### src/rtl/ntt_op_scheduler.sv
// Round-robin command queue and issue sequencer that shares one NTT/INTT/PWM
// control FSM among NREQ clients, with a per-op watchdog and completion reporting.
module ntt_op_scheduler #(
  parameter int NREQ   = 4,
  parameter int QDEPTH = 4,
  parameter int GAP    = 2,
  parameter int TO_W   = 16
) (
  input  logic                      clk,
  input  logic                      rst,
  input  logic [NREQ-1:0]           req_valid,
  input  logic [2*NREQ-1:0]         req_opcode,
  output logic [NREQ-1:0]           req_ready,
  output logic [1:0]                fsm_opcode,
  output logic                      fsm_start,
  input  logic                      fsm_finish,
  output logic                      done_valid,
  output logic [$clog2(NREQ)-1:0]   done_id,
  output logic [1:0]                done_opcode,
  output logic                      done_err,
  output logic                      err,
  input  logic                      err_clr,
  output logic                      busy,
  output logic [$clog2(QDEPTH):0]   q_count
);

  localparam int IDW = $clog2(NREQ);
  localparam int QAW = $clog2(QDEPTH);
  localparam int GCW = (GAP > 1) ? $clog2(GAP) : 1;

  localparam logic [1:0]      OP_NTT  = 2'd0;
  localparam logic [QAW:0]    Q_FULL  = (QAW+1)'(QDEPTH);
  localparam logic [GCW-1:0]  GAP_END = GCW'(GAP - 1);
  localparam logic [TO_W-1:0] WD_LAST = {{(TO_W-1){1'b1}}, 1'b0};

  typedef enum logic [2:0] {
    S_IDLE,
    S_LOAD,
    S_ISSUE,
    S_WAIT,
    S_DONE,
    S_GAP
  } state_t;

  typedef struct packed {
    logic [IDW-1:0] id;
    logic [1:0]     op;
  } q_entry_t;

  state_t          state;
  state_t          state_next;
  logic [IDW-1:0]  rr_ptr;
  logic [IDW-1:0]  grant_id;
  logic            grant_any;
  logic [1:0]      grant_op;
  logic            push;
  logic            q_pop;
  q_entry_t        q_mem [QDEPTH];
  q_entry_t        q_head;
  logic [QAW-1:0]  wr_ptr;
  logic [QAW-1:0]  rd_ptr;
  logic [IDW-1:0]  cur_id;
  logic [TO_W-1:0] wd;
  logic            wd_timeout;
  logic [GCW-1:0]  gap_cnt;
  logic            start_d;
  logic            done_d;
  logic            wait_exit;
  logic            timeout_hit;

  // Round-robin arbiter: first valid client at or above rr_ptr, wrapping.
  always_comb begin
    // NOTE: every signal driven here gets a default first, so no latch is inferred.
    req_ready = '0;
    grant_any = 1'b0;
    grant_id  = '0;
    if (q_count != Q_FULL) begin
      for (int i = 0; i < NREQ; i++) begin
        if (!grant_any && req_valid[(int'(rr_ptr) + i) % NREQ]) begin
          grant_any = 1'b1;
          grant_id  = IDW'((int'(rr_ptr) + i) % NREQ);
        end
      end
      req_ready[grant_id] = grant_any;
    end
  end

  assign grant_op   = req_opcode[2*int'(grant_id) +: 2];
  assign push       = |(req_valid & req_ready);
  assign q_head     = q_mem[rd_ptr];
  assign wd_timeout = (wd == WD_LAST);

  // NOTE: the queue storage is not reset; the pointers and q_count alone decide which entries are live.
  always_ff @(posedge clk) begin
    if (push) q_mem[wr_ptr] <= {grant_id, grant_op};
  end

  always_ff @(posedge clk or negedge rst) begin
    if (!rst) begin
      wr_ptr  <= '0;
      rd_ptr  <= '0;
      q_count <= '0;
      rr_ptr  <= '0;
    end else begin
      if (push) begin
        wr_ptr <= wr_ptr + QAW'(1);
        rr_ptr <= IDW'((int'(grant_id) + 1) % NREQ);
      end
      if (q_pop) rd_ptr <= rd_ptr + QAW'(1);
      case ({push, q_pop})
        2'b10:   q_count <= q_count + (QAW+1)'(1);
        2'b01:   q_count <= q_count - (QAW+1)'(1);
        default: ;
      endcase
    end
  end

  // NOTE: sequential state uses non-blocking assignments so every flop samples pre-edge values.
  always_ff @(posedge clk or negedge rst) begin
    if (!rst) state <= S_IDLE;
    else      state <= state_next;
  end

  always_comb begin
    state_next = state;
    case (state)
      S_IDLE:  if (q_count != '0) state_next = S_LOAD;
      S_LOAD:  state_next = S_ISSUE;
      S_ISSUE: state_next = S_WAIT;
      S_WAIT:  if (fsm_finish || wd_timeout) state_next = S_DONE;
      S_DONE:  state_next = S_GAP;
      S_GAP:   if (gap_cnt == GAP_END) state_next = S_IDLE;
      default: state_next = S_IDLE;
    endcase
  end

  // A finish arriving together with the timeout counts as a normal completion.
  always_comb begin
    q_pop       = (state == S_LOAD);
    start_d     = (state_next == S_ISSUE);
    done_d      = (state_next == S_DONE);
    wait_exit   = (state == S_WAIT) && (state_next == S_DONE);
    timeout_hit = wait_exit && !fsm_finish;
    busy        = (state != S_IDLE) || (q_count != '0);
  end

  always_ff @(posedge clk or negedge rst) begin
    if (!rst) begin
      fsm_opcode  <= OP_NTT;
      fsm_start   <= 1'b0;
      cur_id      <= '0;
      done_valid  <= 1'b0;
      done_id     <= '0;
      done_opcode <= '0;
      done_err    <= 1'b0;
      err         <= 1'b0;
      wd          <= '0;
      gap_cnt     <= '0;
    end else begin
      fsm_start  <= start_d;
      done_valid <= done_d;
      // fsm_opcode only moves here, so it holds across start and until finish.
      if (q_pop) begin
        fsm_opcode <= q_head.op;
        cur_id     <= q_head.id;
      end
      if (wait_exit) begin
        done_id     <= cur_id;
        done_opcode <= fsm_opcode;
        done_err    <= timeout_hit;
      end
      if (timeout_hit)  err <= 1'b1;
      else if (err_clr) err <= 1'b0;
      if (state == S_ISSUE)     wd <= '0;
      else if (state == S_WAIT) wd <= wd + TO_W'(1);
      if (state == S_DONE)     gap_cnt <= '0;
      else if (state == S_GAP) gap_cnt <= gap_cnt + GCW'(1);
    end
  end

endmodule

### config.mk
export PLATFORM = sky130hd
export DESIGN_NAME = ntt_op_scheduler
export DESIGN_NICKNAME = d
export VERILOG_FILES = /design/src/rtl/ntt_op_scheduler.sv
export SDC_FILE = /design/constraint.sdc
export NUM_CORES = 1
export LEC_CHECK = 0
export ABC_CLOCK_PERIOD_IN_PS = 4190
export BUFFER_PORTS_ARGS = -buffer_cell sky130_fd_sc_hd__clkbuf_2
export CORE_MARGIN = 2
export CORE_UTILIZATION = 50
export CTS_BUF_LIST = sky130_fd_sc_hd__clkbuf_8
export DETAILED_ROUTE_END_ITERATION = 6
export PLACE_DENSITY = 0.76
export SLEW_MARGIN = 20
export SYNTH_ARGS = -nofsm -noshare
export SYNTH_HDL_FRONTEND = slang
export SYNTH_SLANG_ARGS = --single-unit
### constraint.sdc
create_clock -name clk -period 4.19 [get_ports clk]
set_input_delay 0.838 -clock clk [delete_from_list [all_inputs] [get_ports clk]]
set_output_delay 0.838 -clock clk [all_outputs]
set_load 0.05 [all_outputs]
# Yosys cells after proc, flatten, opt, wreduce, memory -nomap -nowiden

Memories as Yosys holds them, arrays and structs flattened. A register that Yosys moved wholly into a read port is not among the register bits.
Cells that the tools add are included.

Memories: 1
Output and inout bits: 18
Flip-flop bits (word level): 37
Word-level logic and storage cells: 112
Bits in writable memories: 16
Bits of input ports: 16

Memory list:

| memory | words | bits a word | rd ports | clocked after memory_dff | wr ports | RTL line | source |
|---|---|---|---|---|---|---|---|
| q_mem  | 4     | 4           | 1        | 1                        | 1        | 58       | `q_entry_t q_mem [QDEPTH];` |

Magnitude comparators: 6
Bitwise operators: 5
Add/sub/neg operators: 10
Reduce and logical (&&, ||, !) cells: 24
Multiplexer cells: 41
Eq/ne operators: 11
Shifts and indexed selects: 1

Operators by type and width:

| kind                                                                          | number |
|---|---|
| 16-bit two-way mux                                                            | 2 |
| 1-bit two-way mux                                                             | 22 |
| 3-bit case mux with 6 select lines                                            | 1 |
| 16-bit by 1-bit adder with 16-bit output (second input constant)              | 1 |
| 16-bit == test (second input constant)                                        | 1 |
| 3-bit by 4-bit less-than comparator with 1-bit output (second input constant) | 3 |
| 2-bit two-way mux                                                             | 6 |
| 3-bit by 2-bit == test with 1-bit output (second input constant)              | 3 |
| 3-bit == test (second input constant)                                         | 3 |
| 3-bit two-way mux                                                             | 3 |
| 2-bit by 1-bit adder with 2-bit output (second input constant)                | 4 |
| 4-bit bitwise AND                                                             | 2 |
| 1-bit binary-select mux with 2-bit select                                     | 4 |
| 2-bit nonzero test                                                            | 4 |
| 8-bit by 4-bit variable part select with 2-bit output                         | 1 |
| 1-bit logical AND                                                             | 6 |
| 2-bit by 3-bit less-than comparator with 1-bit output (second input constant) | 2 |
| 3-bit case mux with 2 select lines                                            | 1 |
| 3-bit nonzero test                                                            | 2 |
| 2-bit OR reduction                                                            | 3 |
| 1-bit zero test                                                               | 5 |
| 2-bit adder (second input constant)                                           | 2 |
| 4-bit two-way mux                                                             | 1 |
| 4-bit OR reduction                                                            | 1 |
| 12 further kinds                                                              | 15 |

# Depth between registers and ports, before layout

Gate-level depths: netlist of run 1.

Depth after elaboration: 27
Depth in mapped cells: 12
Depth with buffers taken out: 11

# Worst setup path after synthesis of run 1

Ideal clock, no wire load.

Path type: input -> output
From: input port req_valid[2]
To: output port req_ready[3]
Required time: 3,352 ps
Arrival: 2,871 ps
Path buffers: 1
Setup slack: 481 ps
Stages on the path: 5
Cells stage by stage: nor2b_2 or4b_1 and2_4 buf_6 nor3_1

Cells in the longest elaborated chain, start to end: 22
Elaborated cells on any way between the ends: 37
Those cells by class: 2 x order compare; 27 x mux; 1 x bitwise; 7 x reduce/logical

RTL lines:

| what                                                                                                                                          | RTL line | source |
|---|---|---|
| from (decl)                                                                                                                                   | 11       | `input logic [NREQ-1:0] req_valid,` |
| 1-bit binary-select mux with 2-bit select                                                                                                     | 79       | `if (!grant_any && req_valid[(int'(rr_ptr) + i) % NREQ]) begin` |
| 1-bit two-way mux (not written as such)                                                                                                       | 79       |  |
| 1-bit two-way mux                                                                                                                             | 79       |  |
| 1-bit two-way mux                                                                                                                             | 77       | `if (q_count != Q_FULL) begin` |
| 1-bit zero test                                                                                                                               | 79       |  |
| 1-bit logical AND                                                                                                                             | 79       |  |
| 1-bit two-way mux                                                                                                                             | 79       |  |
| 1-bit two-way mux                                                                                                                             | 77       |  |
| (+6 left out)                                                                                                                                 | n/a      |  |
| 2-bit two-way mux                                                                                                                             | 79       |  |
| 2-bit two-way mux                                                                                                                             | 77       |  |
| 2-bit by 3-bit less-than comparator with 1-bit output (not written as such) or 2-bit by 1-bit >= comparator with 1-bit output (tied branches) | 84       | `req_ready[grant_id] = grant_any;` |
| 1-bit logical AND (not written as such)                                                                                                       | 84       |  |
| 1-bit two-way mux (not written as such)                                                                                                       | 84       |  |
| 1-bit demux with 2-bit select                                                                                                                 | 84       |  |
| 4-bit bitwise AND (no line) (*)                                                                                                               | n/a      |  |
| 4-bit two-way mux (*)                                                                                                                         | 77       |  |
| to (decl)                                                                                                                                     | 13       | `output logic [NREQ-1:0] req_ready,` |

Mark *: on every way between the ends. The rest lies on a longest branch, timed or not. The select of a mux whose other input is x is not followed.

# Worst setup path in the final report of run 1

Ends and elaborated chain as after synthesis.

==> key figures, run 1 <==
Global routing
  • First-pass GRT wire length: 8360 um
  • Total grt overflow: 0
  • Initial antenna violation count: 0
  • Number of global-route vias before repair: 1864
  • Total GRT Usage: 17.9%
  • Largest net degree at the start of global routing: 42

Logic synthesis
  • Share of the synthesized area in the top cell type: 37.1%
  • Commonest cells post-synth: dfrtp_1 (41), nor2_1 (26), nand2_1 (24), edfxtp_1 (16), xor2_1 (10)
  • Cell taking the most area after synthesis: dfrtp_1
  • Syn. warnings: 0
  • Dominant synthesized flop cell: dfrtp_1
  • Post-synth EDFFs: 16
  • Post-Syn Area: 0.00277 mm^2
  • Mapped Cells: 243
  • Synth top area cells: dfrtp_1 (37%), edfxtp_1 (17%), nor2_1 (3.5%)
  • Average cell area after synthesis: 11.4 um^2
  • Synth Net Count: 267
  • Synth cell types: 52
  • Sequential element share of the synthesized area: 54.4%
  • FF+latch count, synth: 57
  • Most frequent cell after synthesis: dfrtp_1
  • Async SR Flop Fraction: 71.9%

Floorplan
  • Initial Util: 50.9%
  • Core area: 0.00544 mm^2
  • Die area: 0.00615 mm^2
  • Die Y: 78.4 um
  • Std-Cell Rows: 27
  • IO Pins: 34
  • Die width: 78.4 um

Routing
  • Via count: 1876
  • DR WL met3: 166 um
  • Iter 0 DRT Violations: 143
  • Met1 Routed Length: 2200 um
  • Total Routed Length: 4940 um
  • Met2 routed WL: 2490 um
  • DRC viols: 0
  • Post-DRT Antenna Nets: 0
  • Wirelength per Cell: 13.9 um
  • Pre-antenna DRT Iters: 4
  • Vias per inst: 5.27
  • DR top layer: met4

Setup path
  • Critical Path AT: 2290 ps
  • CP Capture Point: req_ready[3]
  • R2R Path Start: rr_ptr[0]
  • Crit end category: primary output
  • Critical Path RT: 3350 ps
  • CP max FO: 7
  • Reg-to-reg setup timing slack: 1730 ps
  • Critical Path Source Type: primary input
  • R2R cell count: 11
  • Worst setup path class: in2out
  • CP Launch Point: req_valid[2]
  • R2r endpoint: q_count[2]

Layout
  • Synth-to-Final Area Change: 14.2%
  • Layout cells sized above 1: 23.9%
  • Layout fillers: 450
  • Design area: 0.00316 mm^2
  • Ant. Diodes: 0
  • Register area: 0.00151 mm^2
  • Layout Utilization: 58.2%
  • # nets final: 303
  • Area occupied by multi-input gates: 0.00119 mm^2

Power
  • VDD IR max: 0.000652 V
  • Pwr/cell area: 802 mW/mm^2
  • Leak: 1.39 nW

CTS
  • Sink Count: 57
  • CTS resizes: 0
  • Clock Latency Late Sink: 330 ps
  • CTS Hold Bufs: 0
  • Clock tree from TritonCTS: done
  • Postcts setup bufs: 0
  • CTS Buf Count: 9
  • Clk root buf: clkbuf_8
  • Htree depth: 3
  • Clock tree buffer depth: 2
  • Clock Pin Slew Worst Setup and Hold Paths: 60 ps

Timing
  • Slew @ Worst Pin: 885 ps
  • Final setup vio count: 0
  • Final setup TNS: 0 ps
  • Final period util: 74.8%
  • Final Max Slew Viols: 0
  • Hold Vio Cnt, Final: 0
  • Final Worst Setup Slack: 1060 ps
  • Minimum clock period: 3130 ps
  • Unrepaired setup endpoints after global routing: no
  • Worst Skew: 9.53 ps
  • Slew headroom: 41.0%
  • FMAX: 319 MHz

Job
  • Max-Cap Viols: 0

Placed design
  • Pre-CTS WS: 1070 ps
  • GPL Wtd Cong: 0.778
  • Placed wire-length estimate: 3580 um
  • Port-buffer cells: 33
  • Post-Place Cell Area: 0.00299 mm^2

Run status
  • Outcome: completed

Hold path
  • Tightest Hold Check Type: reg2reg
==> metrics by stage <==
step	hold WS, ps	power (mW)	std cells
floorplan	473	1.86	243
global placement	486	2.05	340
detailed placement	499	2.09	340
CTS	512	2.56	356
global route	519	2.71	356
finish	506	2.54	356
==> layout make-up <==
class	count	area share, %
Sequential cell	57	47.6
Clock buffer	9	3.92
Timing Repair Buffer	33	5.22
Clock inverter	7	1.70
Inverter	9	1.07
Multi-Input combinational cell	169	37.6
Tap cell	72	2.85
==> layout by cell type (no fill, tap or decap), types with 2 or more instances in the layout <==
| master | instances |
|---|---|
| a21oi_1 | 5 |
| a22o_1 | 2 |
| a31oi_1 | 2 |
| a32oi_1 | 2 |
| and2_2 | 5 |
| and4_1 | 2 |
| clkbuf_2 | 32 |
| clkbuf_8 | 9 |
| clkinv_1 | 3 |
| dfrtp_1 | 41 |
| edfxtp_1 | 16 |
| ha_1 | 7 |
| inv_1 | 11 |
| mux2_2 | 8 |
| mux2i_1 | 2 |
| mux4_2 | 4 |
| nand2_1 | 24 |
| nand2b_1 | 3 |
| nand3_1 | 9 |
| nand4_1 | 4 |
| nor2_1 | 26 |
| nor2b_1 | 3 |
| nor3_1 | 6 |
| o21ai_0 | 9 |
| o31ai_1 | 3 |
| or3_1 | 2 |
| xnor2_1 | 7 |
| xor2_1 | 10 |
==> cells by family after synthesis <==
| kind of cell | count (synthesis) | share of synthesized area [%] |
|---|---|---|
| and+or+nand+nor | 97 | 17.9 |
| DFF | 57 | 54.4 |
| AOI/OAI and AO/OA | 32 | 8.09 |
| xor gates and xnor gates | 17 | 5.38 |
| buffers and inverters | 17 | 2.62 |
| muxes | 15 | 7.77 |
| adders and majority gates | 8 | 3.89 |
==> power by group <==
| part | switching [mW] | total, mW | internal (mW) |
|---|---|---|---|
| Clock | 0.204 | 0.467 | 0.263 |
| Sequential | 0.165 | 0.981 | 0.816 |
| Combinational | 0.691 | 1.09 | 0.399 |
==> worst max-delay path, stage by stage <==
cell and delay, ps:
clkbuf_2 90, nor2b_2 180, or4b_1 540, and2_4 210, nor3_1 130, clkbuf_2 300
==> per-layer routing <==
layer | track usage, % | vias to the layer above
met5 | 0 | -
met2 | 28.8 | 34
met1 | 22.1 | 911
met3 | 4.25 | 6
li1 | - | 925
met4 | 10.4 | 0
==> state kept, by name, indices dropped and copies added, names as in the netlist, 2 cells and up <==
register and count:
state 3, q_count 3, rd_ptr 2, q_mem 16, done_id 2, cur_id 2
wr_ptr 2, wd 16, rr_ptr 2, fsm_opcode 2, done_opcode 2
==> how the worst min path moves through the flow <==
stage / start / endpoint / cells past startpoint
after detailed placement: cur_id[1] / cur_id[1] / 1
after global placement: cur_id[0] / done_id[0] / 1
after global routing: wd[4] / wd[4] / 1
final: cur_id[1] / cur_id[1] / 1
after floorplan: wd[4] / wd[4] / 1
after CTS: wd[4] / wd[4] / 1
(Power assumes the default switching activity.)
==> run 2, diff against run 1 <==
--- a/config.mk
+++ b/config.mk
@@ -5,7 +5,7 @@
 export SDC_FILE = /design/constraint.sdc
 export NUM_CORES = 1
 export LEC_CHECK = 0
-export ABC_CLOCK_PERIOD_IN_PS = 4190
+export ABC_CLOCK_PERIOD_IN_PS = 3200
 export BUFFER_PORTS_ARGS = -buffer_cell sky130_fd_sc_hd__clkbuf_2
 export CORE_MARGIN = 2
 export CORE_UTILIZATION = 50
==> constraint.sdc (replaced) <==
create_clock -name clk -period 3.2 [get_ports clk]
set_input_delay 0.64 -clock clk [delete_from_list [all_inputs] [get_ports clk]]
set_output_delay 0.64 -clock clk [all_outputs]
set_load 0.05 [all_outputs]
==> key figures, run 2 (synthesis results as in run 1) <==
Timing
  • Hold WS: 440 ps
  • Final Max Slew Viols: 0
  • Worst Skew: 5.51 ps
  • Final setup vio count: 0
  • Slew @ Worst Pin: 883 ps
  • Minimum clock period: 2720 ps
  • Final setup TNS: 0 ps
  • Hold Vio Cnt, Final: 0
  • Final Worst Setup Slack: 480 ps
  • FMAX: 368 MHz
  • Unrepaired setup endpoints after global routing: no
  • Final period util: 85.0%
  • Slew headroom: 41.2%

Layout
  • Ant. Diodes: 0
  • Layout Utilization: 58.4%
  • Layout fillers: 466
  • Final std cells w/o fill: 357
  • # nets final: 304
  • Design area: 0.00318 mm^2
  • Layout cells sized above 1: 24.6%
  • Top flop regs: q_mem x16, wd x16
  • Commonest non-fill, non-tap cell in the layout: dfrtp_1
  • Area occupied by multi-input gates: 0.00119 mm^2
  • Leading cell types in the layout, fill and taps excluded: dfrtp_1 (41), clkbuf_2 (32), nor2_1 (26)
  • Synth-to-Final Area Change: 14.7%
  • Register area: 0.00151 mm^2

Global routing
  • Total grt overflow: 0
  • Initial antenna violation count: 0
  • Largest net degree at the start of global routing: 42
  • Total GRT Usage: 18.1%
  • Number of global-route vias before repair: 1871
  • First-pass GRT wire length: 8490 um

Floorplan
  • Die width: 78.4 um
  • Die area: 0.00615 mm^2
  • Initial Util: 50.9%
  • Std-Cell Rows: 27
  • IO Pins: 34
  • Core area: 0.00544 mm^2
  • Die Y: 78.4 um

Placed design
  • Placed wire-length estimate: 3550 um
  • GPL Wtd Cong: 0.822
  • Post-Place Cell Area: 0.00300 mm^2
  • Port-buffer cells: 33
  • Post-placement cell count: 341
  • Pre-CTS WS: 306 ps

CTS
  • CTS Hold Bufs: 0
  • Htree depth: 3
  • Clock tree buffer depth: 2
  • Postcts setup bufs: 0
  • Clk root buf: clkbuf_8
  • Sink Count: 57
  • CTS Buf Count: 9
  • Clock tree from TritonCTS: done
  • CTS resizes: 0
  • Clock Pin Slew Worst Setup and Hold Paths: 60 ps
  • Clock Latency Late Sink: 330 ps

Power
  • Leak: 1.40 nW
  • VDD IR max: 0.000617 V
  • Pwr/cell area: 1050 mW/mm^2
  • Pwr Total: 3.34 mW

Setup path
  • R2r endpoint: q_count[2]
  • R2R cell count: 11
  • Max incr delay on CP: 540 ps
  • Crit-path slowest cell: or4b_1
  • CP cell instances: clkbuf_2, nor2b_2, or4b_1, and2_4, nor3_2, clkbuf_2
  • CP max FO: 7
  • Worst setup path class: in2out
  • Critical Path AT: 2080 ps
  • Critical Path Source Type: primary input
  • CP Capture Point: req_ready[3]
  • Crit end category: primary output
  • R2R Path Start: rr_ptr[0]
  • Most frequent CP cell: clkbuf_2
  • CP Launch Point: req_valid[2]
  • Critical Path RT: 2560 ps
  • Reg-to-reg setup timing slack: 730 ps

Routing
  • DRC viols: 0
  • Vias per inst: 5.32
  • Post-DRT Antenna Nets: 0
  • Total Routed Length: 4830 um
  • Wirelength per Cell: 13.5 um
  • Iter 0 DRT Violations: 121
  • Via count: 1900
  • Pre-antenna DRT Iters: 4

Hold path
  • Tightest Hold Check Type: in2async

Run status
  • Outcome: completed

Job
  • Max-Cap Viols: 0
==> run 2: cell count changes in the layout (fill, tap and decap cells not counted), sizes merged <==
cell / previous run / this run
buf: 1 / 2
==> run 2: power by group <==
part           total, mW  leakage, nW  internal (mW)  switching [mW]
registers           1.28        0.669           1.07           0.213
logic               1.44        0.633          0.531           0.914
clock network      0.610       0.0981          0.344           0.265
total               3.34         1.40           1.94            1.39
==> run 2: worst min path at each step <==
| stage | from | to | slack (ps) | cells after the start |
|---|---|---|---|---|
| final | rst | wd[12] | 440 | 1 |
| after global routing | err_clr | err | 500 | 2 |
| after CTS | rst | fsm_opcode[1] | 500 | 1 |
| after detailed placement | cur_id[1] | done_id[1] | 490 | 1 |
| after global placement | cur_id[1] | done_id[1] | 490 | 1 |
| after floorplan | rst | cur_id[0] | 340 | 0 |
==> run 2: routing by layer <==
metal,share of wire (%),global-route usage (%)
met4,1.7,11.2
met2,48,27.9
met5,0,0
met1,46,23.5
met3,4.2,3.79
==> run 2: area by class of cell <==
type                            instances  area share [%]
Clock buffer                            9            3.90
Clock inverter                          7            1.69
Inverter                                9            1.06
Multi-Input combinational cell        169            37.6
Sequential cell                        57            47.4
Tap cell                               72            2.84
Timing Repair Buffer                   34            5.44
==> run 2: critical path, delay by kind of cell <==
family,cells,cell delay (ps)
AND/OR/NAND/NOR,4,1040
buffers and inverters,2,390
